<file path="src/rtl/raycast_pkg.sv">
// Shared types and screen defaults for the raycaster pipeline.
// Used by the ray process elements and by column_renderer.
package raycast_pkg;

    typedef logic [7:0] color_t;
    typedef logic [9:0] height_t;

    typedef enum logic [1:0] {
        IDLE     = 2'd0,
        WAIT_COL = 2'd1,
        DRAW     = 2'd2,
        DONE     = 2'd3
    } render_state_e;

    localparam int DEFAULT_SCREEN_WIDTH  = 800;
    localparam int DEFAULT_SCREEN_HEIGHT = 600;

    // Distance darkening: halve the palette index.
    function automatic color_t shade_color(input color_t c);
        return {1'b0, c[7:1]};
    endfunction

endpackage

</file>
<file path="src/rtl/column_span_calc.sv">
// column_span_calc: on a column handshake, registers the clamped wall
// span (top/bot rows) and the wall colour. Outputs are valid one cycle
// after load. Optional macro DIST_SHADE_EN darkens short (distant) walls.
module column_span_calc
    import raycast_pkg::*;
#(
    parameter int SCREEN_HEIGHT = DEFAULT_SCREEN_HEIGHT
) (
    input  logic       clk,
    input  logic       rst,
    input  logic       load,
    input  logic [7:0] col_color,
    input  logic [9:0] col_height,
    output logic [7:0] wall_color,
    output logic [9:0] top,
    output logic [9:0] bot
);

    localparam height_t H_MAX = height_t'(SCREEN_HEIGHT);
`ifdef DIST_SHADE_EN
    localparam height_t SHADE_LIMIT = height_t'(SCREEN_HEIGHT / 4);
`endif

    height_t h_clamp;
    height_t top_next;
    color_t  color_next;

    // Clamp the height, centre the span (odd residual row falls to the floor) and pick the wall colour.
    always_comb begin
        // NOTE: every always_comb output gets a default first so no path can leave it unassigned and infer a latch.
        h_clamp    = (col_height > H_MAX) ? H_MAX : col_height;
        top_next   = (H_MAX - h_clamp) >> 1;
        color_next = col_color;
`ifdef DIST_SHADE_EN
        if (h_clamp < SHADE_LIMIT) begin
            color_next = shade_color(col_color);
        end
`endif
    end

    // Capture the span and colour on the handshake.
    always_ff @(posedge clk) begin
        // NOTE: clocked state uses non-blocking assignments so every register samples pre-edge values.
        if (rst) begin
            wall_color <= '0;
            top        <= '0;
            bot        <= '0;
        end else if (load) begin
            wall_color <= color_next;
            top        <= top_next;
            bot        <= top_next + h_clamp;
        end
    end

endmodule

</file>
<file path="src/rtl/column_renderer.sv">
// column_renderer: consumes one {color,height} result per screen column,
// left to right, and writes ceiling / centred wall / floor pixels for that
// column to the framebuffer write port, one row per accepted write.
// Optional macro DIST_SHADE_EN (in column_span_calc) darkens distant walls.
module column_renderer
    import raycast_pkg::*;
#(
    parameter int     SCREEN_WIDTH  = DEFAULT_SCREEN_WIDTH,
    parameter int     SCREEN_HEIGHT = DEFAULT_SCREEN_HEIGHT,
    parameter int     ADDR_W        = 19,
    parameter color_t CEIL_COLOR    = 8'h11,
    parameter color_t FLOOR_COLOR   = 8'h22
) (
    input  logic              clk,
    input  logic              rst,
    input  logic              frame_start,
    input  logic              col_valid,
    output logic              col_ready,
    input  logic [7:0]        col_color,
    input  logic [9:0]        col_height,
    output logic              fb_we,
    output logic [ADDR_W-1:0] fb_addr,
    output logic [7:0]        fb_data,
    input  logic              fb_ready,
    output logic              busy,
    output logic              frame_done
);

    localparam logic [1:0] ST_IDLE     = 2'(IDLE);
    localparam logic [1:0] ST_WAIT_COL = 2'(WAIT_COL);
    localparam logic [1:0] ST_DRAW     = 2'(DRAW);
    localparam logic [1:0] ST_DONE     = 2'(DONE);

    localparam int                XW         = (SCREEN_WIDTH > 1) ? $clog2(SCREEN_WIDTH) : 1;
    localparam logic [XW-1:0]     X_LAST     = XW'(SCREEN_WIDTH - 1);
    localparam height_t           Y_LAST     = height_t'(SCREEN_HEIGHT - 1);
    localparam logic [ADDR_W-1:0] ROW_STRIDE = ADDR_W'(SCREEN_WIDTH);

    logic [1:0]    state;
    logic [XW-1:0] x;
    height_t       y;
    logic          col_accept;
    color_t        wall_color;
    height_t       span_top;
    height_t       span_bot;

    assign col_ready  = (state == ST_WAIT_COL);
    assign col_accept = col_ready && col_valid;
    assign fb_we      = (state == ST_DRAW);
    assign busy       = (state != ST_IDLE);
    assign frame_done = (state == ST_DONE);

    column_span_calc #(
        .SCREEN_HEIGHT (SCREEN_HEIGHT)
    ) u_span (
        .clk        (clk),
        .rst        (rst),
        .load       (col_accept),
        .col_color  (col_color),
        .col_height (col_height),
        .wall_color (wall_color),
        .top        (span_top),
        .bot        (span_bot)
    );

    // Pixel colour for the current row; zero outside DRAW.
    always_comb begin
        fb_data = 8'h00;
        if (state == ST_DRAW) begin
            if (y < span_top) begin
                fb_data = CEIL_COLOR;
            end else if (y < span_bot) begin
                fb_data = wall_color;
            end else begin
                fb_data = FLOOR_COLOR;
            end
        end
    end

    // Frame sequencing plus running column/row position and framebuffer address.
    always_ff @(posedge clk) begin
        if (rst) begin
            state   <= ST_IDLE;
            x       <= '0;
            y       <= '0;
            fb_addr <= '0;
        end else begin
            case (state)
                ST_IDLE: begin
                    if (frame_start) begin
                        state   <= ST_WAIT_COL;
                        x       <= '0;
                        y       <= '0;
                        fb_addr <= '0;
                    end
                end
                ST_WAIT_COL: begin
                    if (col_valid) begin
                        state <= ST_DRAW;
                    end
                end
                ST_DRAW: begin
                    if (fb_ready) begin
                        if (y == Y_LAST) begin
                            y <= '0;
                            if (x == X_LAST) begin
                                state <= ST_DONE;
                            end else begin
                                // Top row of the next column sits at address x+1.
                                x       <= x + XW'(1);
                                fb_addr <= ADDR_W'(x) + ADDR_W'(1);
                                state   <= ST_WAIT_COL;
                            end
                        end else begin
                            y       <= y + height_t'(1);
                            fb_addr <= fb_addr + ROW_STRIDE;
                        end
                    end
                end
                ST_DONE: begin
                    state   <= ST_IDLE;
                    fb_addr <= '0;
                end
                default: begin
                    state <= ST_IDLE;
                end
            endcase
        end
    end

endmodule
</file>
<file path="config.mk">
export PLATFORM = sky130hd
export DESIGN_NAME = column_renderer
export DESIGN_NICKNAME = d
export VERILOG_FILES = /design/src/rtl/raycast_pkg.sv /design/src/rtl/column_span_calc.sv /design/src/rtl/column_renderer.sv
export SDC_FILE = /design/constraint.sdc
export NUM_CORES = 1
export LEC_CHECK = 0
export CORE_MARGIN = 8
export CORE_UTILIZATION = 51
export DETAILED_ROUTE_END_ITERATION = 8
export HOLD_SLACK_MARGIN = 0.1
export PLACE_DENSITY = 0.85
export RECOVER_POWER = 25
export SYNTH_ARGS = -nofsm -noshare
export SYNTH_HDL_FRONTEND = slang
export SYNTH_SLANG_ARGS = --single-unit
export TNS_END_PERCENT = 10
</file>
<file path="constraint.sdc">
create_clock -name clk -period 4.24 [get_ports clk]
set_clock_uncertainty 0.05 [all_clocks]
set_input_delay 0.848 -clock clk [delete_from_list [all_inputs] [get_ports clk]]
set_output_delay 0.848 -clock clk [all_outputs]
set_load 0.01 [all_outputs]
</file>
Yosys cells after proc, flatten, opt, wreduce, memory -nomap -nowiden
Cells that the tools add are included.
{ "word_totals": {"output_inout_bits": 31, "inputBits": 23, "elab_cells": 59, "reg_bits": 68} }
{ "op_classes": {"eq_ne": 11, "reduce_logical": 9, "n_addsub": 6, "n_lt_le_gt_ge": 3, "n_mux": 23} }
{ "ops": {"columns": ["cell", "count"], "rows": [
  ["19-bit two-way mux", 4],
  ["10-bit two-way mux", 7],
  ["19-bit case mux with 3 select lines", 1],
  ["10-bit case mux with 2 select lines", 2],
  ["8-bit two-way mux", 3],
  ["10-bit by 1-bit adder with 10-bit output (second input constant)", 2],
  ["10-bit == test (second input constant)", 2],
  ["19-bit by 10-bit adder with 19-bit output (second input constant)", 1],
  ["10-bit by 1-bit adder with 11-bit output (second input constant)", 1],
  ["9-bit by 10-bit adder with 10-bit output", 1],
  ["10-bit > comparator (second input constant)", 1],
  ["10-bit less-than comparator", 1],
  ["10-bit by 9-bit less-than comparator with 1-bit output", 1],
  ["2-bit two-way mux", 5],
  ["10-bit subtractor (first input constant)", 1],
  ["2-bit case mux with 4 select lines", 1],
  ["4-bit AND reduction", 2],
  ["2-bit inequality test (second input constant)", 3],
  ["5-bit AND reduction", 1],
  ["2-bit == test (second input constant)", 2],
  ["2-bit by 1-bit inequality test with 1-bit output (second input constant)", 2],
  ["2-bit nonzero test", 2],
  ["3-bit inequality test (second input constant)", 1],
  ["3-bit AND reduction", 1],
  ["other kinds (4)", 4]
]} }

Longest topological paths before layout
{ "logic_depth": {"depth_word": 5, "mapped_depth": 19, "depth_no_buf": 16} }

Cells and area by module
From an unflattened synthesis, not the netlist that was laid out.
{ "hier_totals": {"cells_unflattened": 526, "area_unflattened_um2": 4416.7} }
{ "by_module_without_submodules": {"columns": ["module", "seq_area_each_um2", "cells_per_inst", "instances", "area_per_inst_um2"], "rows": [
  ["column_renderer", 820.8, 339, 1, 2735.1],
  ["column_span_calc", 540.5, 187, 1, 1681.6]
]} }

Least setup slack after synthesis
No wires, ideal clock.
{ "synth_timing": {"kind": "input to register", "startpoint": "in col_height[2]", "endpoint": "reg u_span.bot[8]", "arrival_ns": 4.377, "stages": 19, "path_slack_ns": -0.287, "path_buffers": 3, "setup_ns": 0.100, "required_ns": 4.090, "cell_sequence": "buf_4 -> nor3_4 -> o311a_1 -> clkbuf_1 -> nand2_1 -> ha_1 -> buf_6 -> nand2b_1 -> nand2_1 -> a211o_1 -> ha_1 -> nand2_1 -> or3_1 -> nor4_4 -> a211oi_2 -> a221oi_2 -> o21ai_2 -> and3_4 -> a2111oi_4"} }
{ "synth_via": {"elab_chain_len": 4} }
{ "synth_lines": {"columns": ["item", "line", "rtl"], "rows": [
  ["from (decl)", "column_renderer.sv:20", "input logic [9:0] col_height,"],
  ["10-bit > comparator", "column_span_calc.sv:31", "h_clamp = (col_height > H_MAX) ? H_MAX : col_height;"],
  ["10-bit two-way mux (*)", "column_span_calc.sv:31", null],
  ["10-bit subtractor (*)", "column_span_calc.sv:32", "top_next = (H_MAX - h_clamp) >> 1;"],
  ["named net u_span.top_next[3]", "column_span_calc.sv:25", "height_t top_next;"],
  ["9-bit by 10-bit adder with 10-bit output (*)", "column_span_calc.sv:51", "bot <= top_next + h_clamp;"],
  ["to (signal assigned)", "column_span_calc.sv:51", null],
  ["to (decl)", "column_span_calc.sv:16", "output logic [9:0] bot"]
]} }
The timed path passes the listed nets; every way through them passes the cells marked *.
A chain may end at the register's enable or synchronous reset.

Final worst setup path
{ "layout_timing": {"startpoint": "in col_height[5]", "endpoint": "reg u_span.bot[9]"} }
{ "layout_via": {"elab_chain_len": 4} }
{ "layout_lines": {"columns": ["item", "line"], "rows": [
  ["10-bit > comparator", "column_span_calc.sv:31"],
  ["10-bit two-way mux", "column_span_calc.sv:31"],
  ["10-bit subtractor", "column_span_calc.sv:32"],
  ["named net u_span.top_next[3]", "column_span_calc.sv:25"],
  ["9-bit by 10-bit adder with 10-bit output", "column_span_calc.sv:51"]
]} }
The timed path passes the listed nets, and every way through them passes these cells.

==> summary.md <==
| Metric | Value |
|---|---|
| CORE AREA | 8130 um2 |
| Clock Sinks | 68 |
| CP startpoint kind | input port |
| GRT Total Usage | 19.0% |
| Run status | complete, no violations |
| Pins Over Slew Limit | 0 |
| Pre-antenna DRT Iters | 4 |
| Area of the multi-input gates | 2710 um2 |
| Fin area | 5350 um2 |
| R2r setup slk | 1.44 ns |
| Post-synth top flop | dfxtp_1 |
| DRC viols | 0 |
| Seq/Total Area, Yosys | 32.0% |
| Vias in the first global route | 3,939 |
| # IOs | 54 |
| Syn nets | 597 |
| Clock transition at path regs | 0.08 ns |
| Post-DP Area | 5040 um2 |
| RSZ-0062 raised after global routing | no |
| Compound-cell area share of the yosys netlist | 19.3% |
| Fill cells | 664 |
| CP endpoint | u_span.bot[9]$_SDFFE_PP0P_ |
| Die Height | 107 um |
| Flop pwr share | 40.0% |
| Cts bufs inserted | 9 |
| CP Capture Type | flop |
| Starting Density | 52.2% |
| Asr flop ratio synth | 0% |
| CTS tree | yes |
| Post-Synth Adder-Cell Area | 8.54% |
| Synth Warn # | 0 |
| Clock buffer depth | 2 |
| Mux share of post-synthesis cell area | 0.942% |
| Hold Vio Cnt, Final | 0 |
| Gpl congestion | 0.887 |
| Min cycle time layout | 4.00 ns |
| Peak supply drop | 0.182 mV |
| Switching power | 0.000502 W |
| Synthesized flop and latch total | 68 |
| Largest family of logic cells by synthesized area | simple AND/OR/NAND/NOR gates |
| Synth top cells by count | nand2_1 (73), nor2_1 (73), dfxtp_1 (68), a21oi_1 (50), ha_1 (29) |
| Die X | 107 um |
| Via count | 4,016 |
| Combinational fraction of design power | 25.4% |
| Area contributors post-synth | dfxtp_1 (32%), ha_1 (8.5%), nand2_1 (6.4%) |
| Arrival @ worst endpoint | 4.19 ns |
| Origin of the worst setup path | col_height[5] |
| Crit Path Max Fanout | 6 |
| Critical R2R Launch | y[0]$_SDFFE_PP0P_ |
| Period utilisation layout | 94.2% |
| Synth area leader | dfxtp_1 |
| Syn Inst Count | 545 |
| Measured slew at the worst slew-check pin | 1.27 ns |
| Syn Area/Cell | 7.80 um2 |
| Leak Pwr | 2.16 nW |
| Port Buf Inserts | 53 |
| Hold/Removal Path Class | reg -> reg |
| Initial DRC count | 198 |
| Final Setup Violations | 0 |
| Post-synthesis cell type count | 60 |
| Insertion delay to the later sink of the worst-skew pair | 0.35 ns |
| Level count of the clock H-tree | 3 |
| Post-detail-place hpwl | 7880 um |
| Mapped cell area | 4250 um2 |
| Row Count | 33 |
| Worst-case reg-to-reg path depth | 8 |
| R2r endpoint | x[5]$_SDFFE_PP0P_ |
| Grt ovf | 0 |
| Cell area power density | 315 nW/um2 |
| DR vias/cell | 5.52 |
| Max Cap Violations | 0 |
| Nets | 671 |
| Post-Synth XOR/XNOR Area | 6.60% |
| Clock Power Share | 34.6% |
| Antenna cells | 0 |
| Post-Synth Simple-Gate Area | 26.6% |
| Final WL | 10,600 um |
| Sw Share | 29.8% |
| Ratio of cells with drive above 1 in the final layout | 13.2% |
| Finished Core Util | 65.8% |
| Slew HR | 15.3% |
| Sequential cell area | 1360 um2 |
| First-pass GRT wire length | 18,000 um |
| Total Power | 0.00169 W |
| Post-route ant nets | 0 |
| Largest net degree at the start of global routing | 48 |
| Area Overhead vs Synth | 26.0% |
| CP Class | in -> reg |
| Achievable Freq | 250 MHz |
| Synth top area share | 32.0% |
| Routed len/inst | 14.6 um |
| Root Buffer | clkbuf_8 |
| Full die area | 11,500 um2 |
| Initial antenna violation count | 0 |
| EDFF count, synth | 0 |
| Worst path required time | 4.43 ns |
| P_int | 0.00118 W |
==> placed cells by master (no fill, tap or decap), drive strengths merged, types with 7 or more instances in the layout <==
cell type	count
inv	29
nor2	74
nand2b	13
dlymetal6s2s	9
and3	8
nor3	9
xor2	22
dlygate4sd3	20
clkbuf	9
a21o	9
clkdlybuf4s50	23
buf	38
o21ai	25
a21oi	50
dfxtp	68
ha	29
nand2	73
a22oi	7
nand3	16
xnor2	10
==> routing by layer <==
metal | part of all wire (%) | up-vias | track usage [%]
met5 | 0 | - | 0
met4 | 2.1 | 0 | 10.3
met3 | 5.7 | 20 | 4.37
met2 | 49 | 122 | 31.8
met1 | 43 | 1853 | 21.9
li1 | - | 2021 | -
==> stage by stage <==
step	hold WS, ns	instances	worst slack (ns)	setup TNS (ns)
after floorplan	0.370	545	0.0214	0
after global placement	0.390	710	-0.243	-0.784
after detailed placement	0.394	710	-0.438	-1.84
after CTS	0.409	726	0.0303	0
after global routing	0.424	728	0.0914	0
final	0.404	728	0.244	0
==> logic make-up (layout without fill, tap and decap cells) <==
kind of cell             Yosys count  count (layout)
AO/OA/AOI/OAI                    123             123
XOR/XNOR                          32              32
adder cells (fa/ha/maj)           29              29
buffers and inverters             56             134
flip-flops                        68              68
multiplexers                       4               4
AND/OR/NAND/NOR                  233             233
==> cell type report <==
class / count / share of cell area [%]
Clock inverter: 6 / 1.66
Sequential cell: 68 / 25.4
Timing Repair Buffer: 90 / 15.5
Clock buffer: 9 / 2.31
Inverter: 29 / 2.03
Multi-Input combinational cell: 421 / 50.6
Tap cell: 105 / 2.45
==> timing repair <==
item	in CTS	in global routing
gates cloned	0	0
pin swaps	1	11
setup buffers	1	2
setup endpoints to repair	2	6
resized for setup	0	20
hold buffers	0	0
==> sequential cells by signal, summed over array words and instances, names as in the netlist <==
register and count:
u_span.wall_color 8, u_span.top 9, fb_addr 19, u_span.bot 10
state 2, y 10, x 10
==> how the worst min path moves through the flow <==
stage                                 end                        from  slack [ns]  cells past startpoint
2_1_floorplan  u_span.bot[6]$_SDFFE_PP0P_  u_span.bot[6]$_SDFFE_PP0P_        0.37                      2
3_3_place_gp      fb_addr[4]$_SDFFE_PP0P_     fb_addr[4]$_SDFFE_PP0P_        0.39                      2
3_5_place_dp   u_span.bot[6]$_SDFFE_PP0P_  u_span.bot[6]$_SDFFE_PP0P_        0.39                      2
4_1_cts        u_span.top[4]$_SDFFE_PP0P_  u_span.top[4]$_SDFFE_PP0P_        0.41                      2
5_1_grt        u_span.top[4]$_SDFFE_PP0P_  u_span.top[4]$_SDFFE_PP0P_        0.42                      2
6_report          fb_addr[4]$_SDFFE_PP0P_     fb_addr[4]$_SDFFE_PP0P_        0.40                      2
==> critical path: stages <==
cell	delay (ns)
clkdlybuf4s50_1	0.43
nand3_2	0.10
o311a_4	0.23
nand2_4	0.07
ha_4	0.18
nand2b_4	0.07
nand2_1	0.04
a211o_1	0.30
ha_4	0.29
nand2_1	0.07
or3_4	0.35
nor4_4	0.28
a211oi_2	0.08
a221oi_2	0.25
buf_4	0.17
o41a_1	0.13
xnor2_1	0.07
o31ai_1	0.22
==> power groups by stage <==
stage	Combinational, W	Sequential, W	Clock (W)
after global routing	0.000471	0.000678	0.000627
after floorplan	0.000275	0.000683	0
after CTS	0.000415	0.000675	0.000593
after global placement	0.000393	0.000689	0
after detailed placement	0.000408	0.000690	0
final	0.000428	0.000675	0.000584
Note: power is estimated with default switching activity, not from simulation.
